[config.mk]
export PLATFORM = sky130hd
export DESIGN_NAME = bsg_regfile
export DESIGN_NICKNAME = d
export VERILOG_FILES = /design/src/rtl/bsg_regfile.sv
export SDC_FILE = /design/constraint.sdc
export NUM_CORES = 1
export LEC_CHECK = 0
export ABC_AREA = 1
export CORE_MARGIN = 8
export CORE_UTILIZATION = 55
export DETAILED_ROUTE_END_ITERATION = 12
export GPL_ROUTABILITY_DRIVEN = 0
export PLACE_DENSITY = 0.84
export SLEW_MARGIN = 20
export SYNTH_ARGS = -nofsm -noshare
export SYNTH_HDL_FRONTEND = slang
export SYNTH_SLANG_ARGS = --single-unit
[constraint.sdc]
create_clock -name G_CLK_TX -period 2 [get_ports G_CLK_TX]
set_input_delay 0.3 -clock G_CLK_TX [delete_from_list [all_inputs] [get_ports G_CLK_TX]]
set_output_delay 0.3 -clock G_CLK_TX [all_outputs]
set_load 0.02 [all_outputs]
[src/rtl/bsg_regfile.sv]
// Memory-mapped register file slave on a shared valid/ready bus with a 1-cycle registered response.
// Optional write-lock (register 0 MSB) is compiled in with `define BSG_REGFILE_LOCK_EN.
module bsg_regfile #(
    parameter int DATA_WIDTH = 8,
    parameter int ADDR_WIDTH = 8,
    parameter int NUM_REGS   = 3,
    parameter int BASE_ADDR  = 'h10
) (
    input  logic                  G_CLK_TX,
    input  logic                  rst,
    input  logic                  REQ_VALID,
    input  logic                  REQ_WRITE,
    input  logic [ADDR_WIDTH-1:0] ADDR_IN,
    input  logic [DATA_WIDTH-1:0] DATA_IN,
    output logic                  REQ_READY,
    output logic                  RSP_VALID,
    input  logic                  RSP_READY,
    output logic [DATA_WIDTH-1:0] DATA_OUT,
    output logic                  RSP_ERR
);
    localparam int IDX_W = (NUM_REGS > 1) ? $clog2(NUM_REGS) : 1;
    // Bounds held one bit wider than the bus so BASE_ADDR+NUM_REGS cannot wrap.
    localparam logic [ADDR_WIDTH:0] LO = (ADDR_WIDTH+1)'(BASE_ADDR);
    localparam logic [ADDR_WIDTH:0] HI = (ADDR_WIDTH+1)'(BASE_ADDR + NUM_REGS);

    typedef enum logic {IDLE = 1'b0, RESP = 1'b1} state_t;

    state_t                state_q, state_d;
    logic [DATA_WIDTH-1:0] regs_q [NUM_REGS];
    logic [DATA_WIDTH-1:0] data_q;
    logic [ADDR_WIDTH:0]   addr_ext;
    logic [IDX_W-1:0]      idx;
    logic                  hit;
    logic                  accept;
    logic                  wr_block;
    logic                  wr_en;
    logic [DATA_WIDTH-1:0] rd_data;

    assign addr_ext = {1'b0, ADDR_IN};
    assign hit      = (addr_ext >= LO) && (addr_ext < HI);
    assign idx      = IDX_W'(addr_ext - LO);
    assign accept   = REQ_READY;

`ifdef BSG_REGFILE_LOCK_EN
    logic err_q;
    // Register 0 stays writable so the lock can always be cleared.
    assign wr_block = regs_q[0][DATA_WIDTH-1] && (idx != '0);
    assign RSP_ERR  = err_q;

    always_ff @(posedge G_CLK_TX or negedge rst) begin
        if (!rst)        err_q <= 1'b0;
        else if (accept) err_q <= REQ_WRITE && wr_block;
    end
`else
    assign wr_block = 1'b0;
    assign RSP_ERR  = 1'b0;
`endif

    assign wr_en = accept && REQ_WRITE && !wr_block;

    // FSM state register
    always_ff @(posedge G_CLK_TX or negedge rst) begin
        if (!rst) state_q <= IDLE;
        else      state_q <= state_d;
    end

    // FSM next state
    always_comb begin
        state_d = state_q;
        case (state_q)
            IDLE:    if (accept)    state_d = RESP;
            RESP:    if (RSP_READY) state_d = IDLE;
            default: state_d = IDLE;
        endcase
    end

    // FSM outputs
    always_comb begin
        REQ_READY = (state_q == IDLE) && REQ_VALID && hit;
        RSP_VALID = (state_q == RESP);
    end

    always_comb begin
        rd_data = '0;
        for (int k = 0; k < NUM_REGS; k++)
            if (idx == IDX_W'(k)) rd_data = regs_q[k];
    end

    always_ff @(posedge G_CLK_TX or negedge rst) begin
        if (!rst) begin
            for (int k = 0; k < NUM_REGS; k++) regs_q[k] <= '0;
        end else begin
            for (int k = 0; k < NUM_REGS; k++)
                if (wr_en && (idx == IDX_W'(k))) regs_q[k] <= DATA_IN;
        end
    end

    // Response data only changes on accept, so it holds through RESP and after.
    always_ff @(posedge G_CLK_TX or negedge rst) begin
        if (!rst)        data_q <= '0;
        else if (accept) data_q <= wr_en ? DATA_IN : rd_data;
    end

    assign DATA_OUT = data_q;
endmodule

==> results by group, run 1 <==
Run status
  • Status: completed

Floorplan
  • FP Rows: 20
  • Core area: 3000 µm²
  • I/O pin cnt: 32
  • DIE AREA: 5140 µm²
  • Die Span X: 71.7 µm
  • Initial Utilization: 56.8%
  • Die H: 71.7 µm

Clocking
  • Post-CTS Setup Inserts: 0
  • CTS tree: yes
  • Post-CTS Hold Fix Bufs: 0
  • CTS max path bufs: 2
  • Depth of the CTS H-tree: 2
  • Clk root buf: clkbuf_4
  • PostCTS Resize Cnt: 1
  • Worst skew pair latency: 0.33 ns
  • CTS Buf Count: 5
  • Register clock-pin slew on the reported worst setup and hold paths: 0.09 ns
  • Clock sink count: 33

Power and ir drop
  • Static leakage power: 1.07 nW
  • Share of total power in sequential cells: 54.1%
  • Worst VDD drop: 426 µV
  • Switching share of power: 26.4%
  • Clk pwr share: 29.3%
  • Internal power: 0.957 mW
  • Combinational group share of total power: 16.6%
  • PwrDens: 613 nW/µm²
  • Tot Pwr: 1.30 mW
  • Switching power: 0.343 mW

Detailed routing
  • Vias per cell: 5.56
  • Total wire length: 4.14 mm
  • ANT nets after route: 0
  • Drt wl/cell: 14.5 µm
  • Via count: 1591
  • # DRC: 0
  • First drt pass iteration count: 4
  • Starting DRC count in detailed routing: 125

Global route
  • First-pass GRT wire length: 7.15 mm
  • Initial antenna violation count: 0
  • Global route overflow: 0
  • Pin count of the biggest net entering global routing: 34
  • GRT Util Overall: 17.6%
  • Number of global-route vias before repair: 1478

Hold path
  • Min-Delay Path Class: primary input to asynchronous set/reset pin

Synth
  • Synth area leaders: dfrtp_1 (48%), nand2_1 (20%), nand4_1 (13%)
  • Mapped Cells: 213
  • Syn avg cell area: 8.01 µm²
  • Cell area after synthesis: 1710 µm²
  • Sequential-to-total area share from yosys stat: 48.4%
  • Share of Yosys cell area claimed by the top area cell type: 48.4%
  • Flops & latches, synth: 33
  • Post-synthesis cell type count: 19
  • Warnings, synthesis: 0
  • Yosys top cell by area: dfrtp_1
  • Syn_nets: 234

STA
  • RSZ-0062 raised after global routing: false
  • Fin. max-slew vios: 0
  • Clock skew: 0.00549 ns
  • Crit share post-route: 92.4%
  • Fmax: 541 MHz
  • Final Hold Viols: 0
  • Worst hold slack: 0.354 ns
  • # setup viols final: 0
  • Setup TNS: 0 ns
  • Min Tclk post-route: 1.85 ns
  • Final WS setup: 0.152 ns

Setup path
  • CP endpoint kind: primary output
  • Arrival @ worst endpoint: 1.55 ns
  • Setup crit start: ADDR_IN[4]
  • Startpoint types: primary input
  • CP Max Fanout: 2
  • CP required: 1.70 ns
  • R2R depth: 7
  • Worst R2R End: regs_q[10]$_DFFE_PN0P_
  • R2r setup slk: 0.28 ns
  • Launch point of the worst reg-to-reg path: RSP_VALID$_DFF_PN0_
  • Kind of critical path: primary input to primary output

Place
  • Port bufs: 30
  • DP Worst Slack: -0.120 ns
  • Post-DP HPWL: 2.98 mm

Cells and area
  • Final #Nets: 274
  • Ratio of cells with drive above 1 in the final layout: 14.2%
  • Most frequent cells in the layout: nand2_1 (90), nand4_1 (35), dfrtp_1 (33)
  • Most common cell after layout, fill and taps aside: nand2_1
  • Area Overhead vs Synth: 24.3%
  • # diodes: 0

Run
  • # Max-Cap Violations: 0
-- through the flow --
stage | util (%) | area (µm²) | instances
4_1_cts | 70.7 | 2120 | 286
3_3_place_gp | 68.9 | 2070 | 279
2_1_floorplan | - | 1710 | 213
3_5_place_dp | 68.9 | 2070 | 279
6_report | 70.7 | 2120 | 286
5_1_grt | 70.7 | 2120 | 286
-- area by class of cell --
class                   instances  area, µm²
clock buffers                   7       55.1
fillers                       239        881
inverters                       9       33.8
multi-input cells             160        762
flip-flops and latches         33        826
well taps                      33       41.3
repair buffers                 44        404
-- logic make-up (layout without fill, tap and decap cells) --
| family | after synthesis | after routing | synth area share (%) |
|---|---|---|---|
| AND/OR/NAND/NOR | 158 | 158 | 44.1 |
| flip-flops | 33 | 33 | 48.4 |
| buffers and inverters | 20 | 60 | 6.96 |
| other | 1 | 1 | 0.220 |
| AO/OA/AOI/OAI | 1 | 1 | 0.293 |
-- worst max path at each step --
stage | to | slack (ns) | cells past startpoint
6_report | REQ_READY | 0.15 | 6
5_1_grt | REQ_READY | 0.09 | 6
4_1_cts | REQ_READY | 0.15 | 6
3_5_place_dp | REQ_READY | -0.12 | 6
3_3_place_gp | REQ_READY | -0.10 | 6
2_1_floorplan | REQ_READY | 0.71 | 4
-- power groups by stage --
stage | Clock (mW) | Sequential, mW | Combinational (mW)
2_1_floorplan | 0 | 0.735 | 0.0810
3_3_place_gp | 0 | 0.716 | 0.213
3_5_place_dp | 0 | 0.717 | 0.217
4_1_cts | 0.390 | 0.704 | 0.217
5_1_grt | 0.408 | 0.707 | 0.237
6_report | 0.381 | 0.704 | 0.216
-- synth_stat cells (all sizes together) --
library cell	number
buf	10
clkbuf	1
conb	1
dfrtp	33
inv	9
nand2	92
nand3	12
nand4	35
nor2	10
nor3	1
o21ai	1
or2	8
-- sequential cells by signal, summed over array words and instances, names as in the netlist --
name,flops
DATA_OUT,8
regs_q,24
RSP_VALID,1
-- critical path, stage by stage --
cell	delay [ns]
clkdlybuf4s50_1	0.47
inv_1	0.04
nor2_1	0.09
nand2_1	0.08
nor2_2	0.20
dlygate4sd2_1	0.36
-- routing by layer --
| metal | vias up | part of all wire (%) | wire length [µm] | track usage [%] |
|---|---|---|---|---|
| li1 | 788 | - | - | - |
| met1 | 737 | 44 | 1830 | 24.0 |
| met2 | 62 | 48 | 1970 | 26.3 |
| met3 | 4 | 7.4 | 306 | 4.32 |
| met4 | 0 | 0.82 | 34 | 6.35 |
| met5 | - | 0 | 0 | 0 |
Note: power is estimated with default switching activity, not from simulation.
==> run 2, diff against run 1 <==
Settings changed: CORE_UTILIZATION 55 to 58, CTS_BUF_LIST from default to sky130_fd_sc_hd__clkbuf_2 sky130_fd_sc_hd__clkbuf_4 sky130_fd_sc_hd__clkbuf_8, PLACE_DENSITY 0.84 to 0.88.
==> results by group, run 2 (same netlist as run 1, synthesis figures left out) <==
Setup path
  • Kind of critical path: primary input to primary output
  • Launch point of the worst reg-to-reg path: RSP_VALID$_DFF_PN0_
  • Arrival @ worst endpoint: 1.52 ns (-0.03 ns)
  • Setup crit start: ADDR_IN[4]
  • CP required: 1.70 ns (about the same)
  • Buf/Inv on CP: 3 (unchanged)
  • CP endpoint kind: primary output
  • Startpoint types: primary input
  • Crit-path leading delay family: buffers and inverters
  • CP cell instances: clkdlybuf4s50_1, inv_1, nor2_1, nand2_1, nor2_2, dlygate4sd2_1
  • Critical-path cell with the highest stage delay: clkdlybuf4s50_1
  • CP Max Fanout: 2 (unchanged)
  • Crit path largest cell delay: 0.47 ns (about the same)

Power and ir drop
  • Share of total power in sequential cells: 53.2% (-0.9 points)
  • Combinational group share of total power: 16.6% (about the same)
  • Clk pwr share: 30.3% (+1.0 points)
  • Switching share of power: 26.6% (+0.16 points)
  • PwrDens: 615 nW/µm² (+0.32%)
  • Internal power: 0.972 mW (+1.6%)
  • Switching power: 0.352 mW (+2.4%)
  • Static leakage power: 1.09 nW (+2.1%)
  • Worst VDD drop: 838 µV (+97%)
  • Tot Pwr: 1.32 mW (+1.8%)

Floorplan
  • Initial Utilization: 61.4% (+4.5 points)
  • FP Rows: 19 (-5.0%)
  • Core area: 2780 µm² (-7.4%)
  • I/O pin cnt: 32 (unchanged)
  • Die Span X: 70.2 µm (-2.0%)
  • Die H: 70.2 µm (-2.0%)
  • DIE AREA: 4930 µm² (-4.0%)

STA
  • # setup viols final: 0 (unchanged)
  • Crit share post-route: 91.0% (-1.4 points)
  • RSZ-0062 raised after global routing: false
  • Clock skew: 0.00700 ns (+0.00151 ns)
  • Fmax: 550 MHz (+1.5%)
  • Min Tclk post-route: 1.82 ns (-0.0281 ns)
  • Worst hold slack: 0.348 ns (-0.00602 ns)
  • Setup TNS: 0 ns (unchanged)
  • Final Hold Viols: 0 (unchanged)
  • Fin. max-slew vios: 0 (unchanged)

Cells and area
  • Biggest register: regs_q
  • Fillers: 216 (-9.6%)
  • Max reg flops: 24 (unchanged)
  • Ratio of cells with drive above 1 in the final layout: 16.0% (+1.7 points)
  • Most common cell after layout, fill and taps aside: nand2_1
  • Final #Nets: 278 (+1.5%)
  • Most frequent cells in the layout: nand2_1 (90), nand4_1 (35), dfrtp_1 (33)
  • Area Overhead vs Synth: 26.2%
  • # diodes: 0 (unchanged)
  • Non-filler cells, final: 288 (+0.70%)

Detailed routing
  • Total wire length: 4.23 mm (+2.1%)
  • First drt pass iteration count: 5 (+1)
  • Via count: 1639 (+3.0%)
  • Drt wl/cell: 14.7 µm (+1.4%)
  • ANT nets after route: 0 (unchanged)
  • Starting DRC count in detailed routing: 123 (-1.6%)
  • Vias per cell: 5.69 (+2.3%)
  • # DRC: 0 (unchanged)

Global route
  • Pin count of the biggest net entering global routing: 34 (unchanged)
  • Initial antenna violation count: 0 (unchanged)
  • First-pass GRT wire length: 7.36 mm (+2.9%)
  • GRT Util Overall: 18.1% (+0.44 points)
  • Global route overflow: 0 (unchanged)
  • Number of global-route vias before repair: 1639 (+11%)

Clocking
  • Clock sink count: 33 (unchanged)
  • CTS max path bufs: 2 (unchanged)
  • Worst skew pair latency: 0.34 ns (about the same)
  • CTS tree: yes
  • Post-CTS Setup Inserts: 0 (unchanged)
  • Clk root buf: clkbuf_4
  • Register clock-pin slew on the reported worst setup and hold paths: 0.10 ns (about the same)
  • CTS Buf Count: 5 (unchanged)
  • Depth of the CTS H-tree: 2 (unchanged)

Place
  • Post-DP HPWL: 3.09 mm (+3.6%)
  • Port bufs: 30 (unchanged)
  • Placed cells: 281 (+0.72%)

Hold path
  • Min-Delay Path Class: primary input to asynchronous set/reset pin

Run
  • # Max-Cap Violations: 0 (unchanged)

Run status
  • Status: completed
## run 2: power by group through the flow
stage	Combinational, mW	Sequential [mW]	Clock, mW
final	0.219	0.704	0.401
after global routing	0.242	0.707	0.429
after CTS	0.221	0.704	0.405
after detailed placement	0.220	0.717	0
after global placement	0.214	0.716	0
after floorplan	0.0810	0.735	0
## run 2: layer usage
metal / track usage (%) / share of wire, % / vias to the layer above
li1: - / - / 794
met1: 22.0 / 40 / 752
met2: 27.9 / 48 / 80
met3: 6.21 / 9.2 / 13
met4: 8.48 / 2.5 / 0
met5: 0 / 0 / -
## run 2: final timing paths
| kind | end | slack, ns | cells past startpoint |
|---|---|---|---|
| min reg2reg | regs_q[5]$_DFFE_PN0P_ | 0.48 | 2 |
| max in group asynchronous | regs_q[4]$_DFFE_PN0P_ | 1.35 | 2 |
| min in group G_CLK_TX | regs_q[5]$_DFFE_PN0P_ | 0.48 | 2 |
| max | REQ_READY | 0.18 | 6 |
| max reg2reg | regs_q[10]$_DFFE_PN0P_ | 0.39 | 7 |
| min | regs_q[7]$_DFFE_PN0P_ | 0.35 | 2 |
## run 2: stage by stage
step / worst slack [ns] / cell area [µm²] / utilization [%]
6_report: 0.180 / 2150 / 77.4
4_1_cts: 0.170 / 2150 / 77.4
3_5_place_dp: -0.101 / 2100 / 75.3
5_1_grt: 0.113 / 2150 / 77.4
3_3_place_gp: -0.0717 / 2100 / 75.3
2_1_floorplan: 0.707 / 1710 / -
## run 2: area by class of cell
| class | instances | area, µm² | area share [%] |
|---|---|---|---|
| Timing Repair Buffer | 48 | 434 | 20.2 |
| Clock buffer | 7 | 58.8 | 2.73 |
| Inverter | 9 | 33.8 | 1.57 |
| Tap cell | 31 | 38.8 | 1.80 |
| Multi-Input combinational cell | 160 | 762 | 35.4 |
| Sequential cell | 33 | 826 | 38.3 |
## run 2: worst reg2reg max path: cells and delay by family, from the launching register on
| kind | cells | cell delay (ns) |
|---|---|---|
| buffers and inverters | 1 | 0.27 |
| DFF | 1 | 0.42 |
| and+or+nand+nor | 6 | 0.82 |
## run 2: timing repair
action / in CTS / in global routing
resized for setup: 1 / 0
endpoints found under the setup margin: 1 / 0
hold buffers: 0 / 0
hold endpoints to repair: 0 / 0
==> run 3, diff against run 2 <==
Settings changed: CAP_MARGIN from default to 20, CORE_MARGIN 8 to 4, PLACE_DENSITY 0.88 to default, PLACE_DENSITY_LB_ADDON from default to 0.25.
==> results by group, run 3 (same netlist as run 1, synthesis figures left out) <==
Clocking
  • PostCTS Resize Cnt: 1 (unchanged)
  • Clk root buf: clkbuf_4
  • CTS tree: yes
  • Clock sink count: 33 (unchanged)
  • Post-CTS Hold Fix Bufs: 0 (unchanged)
  • Worst skew pair latency: 0.34 ns (about the same)
  • Post-CTS Setup Inserts: 0 (unchanged)
  • Register clock-pin slew on the reported worst setup and hold paths: 0.11 ns (about the same)
  • CTS max path bufs: 2 (unchanged)
  • Depth of the CTS H-tree: 2 (unchanged)
  • CTS Buf Count: 5 (unchanged)

Floorplan
  • FP Rows: 19 (unchanged)
  • DIE AREA: 3870 µm² (-21%)
  • Die Span X: 62.2 µm (-11%)
  • Initial Utilization: 61.4% (unchanged)
  • Die H: 62.2 µm (-11%)
  • I/O pin cnt: 32 (unchanged)
  • Core area: 2780 µm² (unchanged)

Setup path
  • Launch point of the worst reg-to-reg path: RSP_VALID$_DFF_PN0_
  • Kind of critical path: primary input to primary output
  • CP Max Fanout: 2 (unchanged)
  • Arrival @ worst endpoint: 1.57 ns (+0.05 ns)
  • Startpoint types: primary input
  • Crit path largest cell delay: 0.48 ns (about the same)
  • Crit-path leading delay family: buffers and inverters
  • CP required: 1.70 ns (about the same)
  • Buf/Inv on CP: 3 (unchanged)
  • Critical-path cell with the highest stage delay: clkdlybuf4s50_1
  • R2r setup slk: 0.28 ns (-0.11 ns)
  • CP cell instances: clkdlybuf4s50_1, inv_1, nor2_1, nand3_1, nor2_2, dlygate4sd2_1
  • CP endpoint kind: primary output
  • Setup crit start: REQ_VALID

Cells and area
  • Final #Nets: 274 (-1.4%)
  • Biggest register: regs_q
  • Most common cell after layout, fill and taps aside: nand2_1
  • Util after Layout: 76.2% (-1.2 points)
  • Area Overhead vs Synth: 24.2%
  • Most frequent cells in the layout: nand2_1 (90), nand4_1 (35), dfrtp_1 (33)
  • Non-filler cells, final: 285 (-1.0%)
  • Finished layout cell area: 2120 µm² (-1.6%)
  • # diodes: 0 (unchanged)
  • Max reg flops: 24 (unchanged)
  • Area of the multi-input gates: 762 µm² (unchanged)
  • Storage element area: 826 µm² (unchanged)
  • Ratio of cells with drive above 1 in the final layout: 15.0% (-0.99 points)
  • Fillers: 226 (+4.6%)

Global route
  • Initial antenna violation count: 0 (unchanged)
  • GRT Util Overall: 22.7% (+4.6 points)
  • Number of global-route vias before repair: 1552 (-5.3%)
  • Pin count of the biggest net entering global routing: 34 (unchanged)
  • Global route overflow: 0 (unchanged)
  • First-pass GRT wire length: 7.15 mm (-2.8%)

Detailed routing
  • Met3 WL: 331 µm (-15%)
  • ANT nets after route: 0 (unchanged)
  • Top Layer Used: met4
  • First drt pass iteration count: 4 (-1)
  • Vias per cell: 5.66 (-0.49%)
  • Total wire length: 4.18 mm (-1.2%)
  • Drt wl/cell: 14.7 µm (-0.17%)
  • Post-Route M1 WL: 1.73 mm (+1.7%)
  • Via count: 1614 (-1.5%)
  • # DRC: 0 (unchanged)
  • Starting DRC count in detailed routing: 147 (+20%)
  • Routed length on met2: 2.08 mm (+2.7%)

Power and ir drop
  • Tot Pwr: 1.29 mW (-2.2%)
  • Worst VDD drop: 755 µV (-9.9%)
  • PwrDens: 611 nW/µm² (-0.67%)
  • Static leakage power: 1.07 nW (-2.0%)

STA
  • Final WS setup: 0.134 ns (-0.0459 ns)
  • # setup viols final: 0 (unchanged)
  • Final Hold Viols: 0 (unchanged)
  • Crit share post-route: 93.3% (+2.3 points)
  • RSZ-0062 raised after global routing: false
  • Clock skew: 0.00973 ns (+0.00273 ns)
  • Fmax: 536 MHz (-2.5%)
  • Min Tclk post-route: 1.87 ns (+0.0459 ns)
  • Fin. max-slew vios: 0 (unchanged)

Place
  • Post-DP HPWL: 3.01 mm (-2.6%)
  • DP Worst Slack: -0.124 ns (-0.0234 ns)
  • Placed cells: 277 (-1.4%)
  • Port bufs: 30 (unchanged)
  • Area post-placement: 2070 µm² (-1.4%)

Hold path
  • Min-Delay Path Class: primary input to asynchronous set/reset pin

Run
  • # Max-Cap Violations: 0 (unchanged)

Run status
  • Status: completed
-- run 3: cell type report --
type / instances / area share [%]
Clock inverter: 3 / 0.826
Multi-Input combinational cell: 160 / 36.0
Clock buffer: 5 / 1.77
Tap cell: 31 / 1.83
Inverter: 9 / 1.59
Timing Repair Buffer: 44 / 19.1
Sequential cell: 33 / 39.0
-- run 3: path summary, 6_finish.rpt --
kind	cells after the start	endpoint
max in group asynchronous	2	regs_q[1]$_DFFE_PN0P_
max reg2reg	7	regs_q[17]$_DFFE_PN0P_
max	6	REQ_READY
min	2	RSP_VALID$_DFF_PN0_
min reg2reg	2	regs_q[11]$_DFFE_PN0P_
min in group G_CLK_TX	2	regs_q[11]$_DFFE_PN0P_
-- run 3: power by group --
part | leakage [nW] | internal, mW | switching (mW)
Combinational | 0.585 | 0.100 | 0.117
Sequential | 0.457 | 0.691 | 0.0136
Clock | 0.0310 | 0.132 | 0.240
-- run 3: routing by layer --
| metal | GRT usage (%) | up-vias |
|---|---|---|
| met3 | 6.13 | 5 |
| li1 | - | 787 |
| met1 | 29.4 | 758 |
| met2 | 37.7 | 64 |
| met4 | 4.88 | 0 |
| met5 | 0 | - |
-- run 3: stage by stage --
stage                     setup TNS, ns  hold slack, ns
after floorplan                       0         0.00441
after global placement          -0.0703           0.453
after detailed placement         -0.892           0.459
after CTS                             0           0.360
after global routing                  0           0.376
final                                 0           0.343
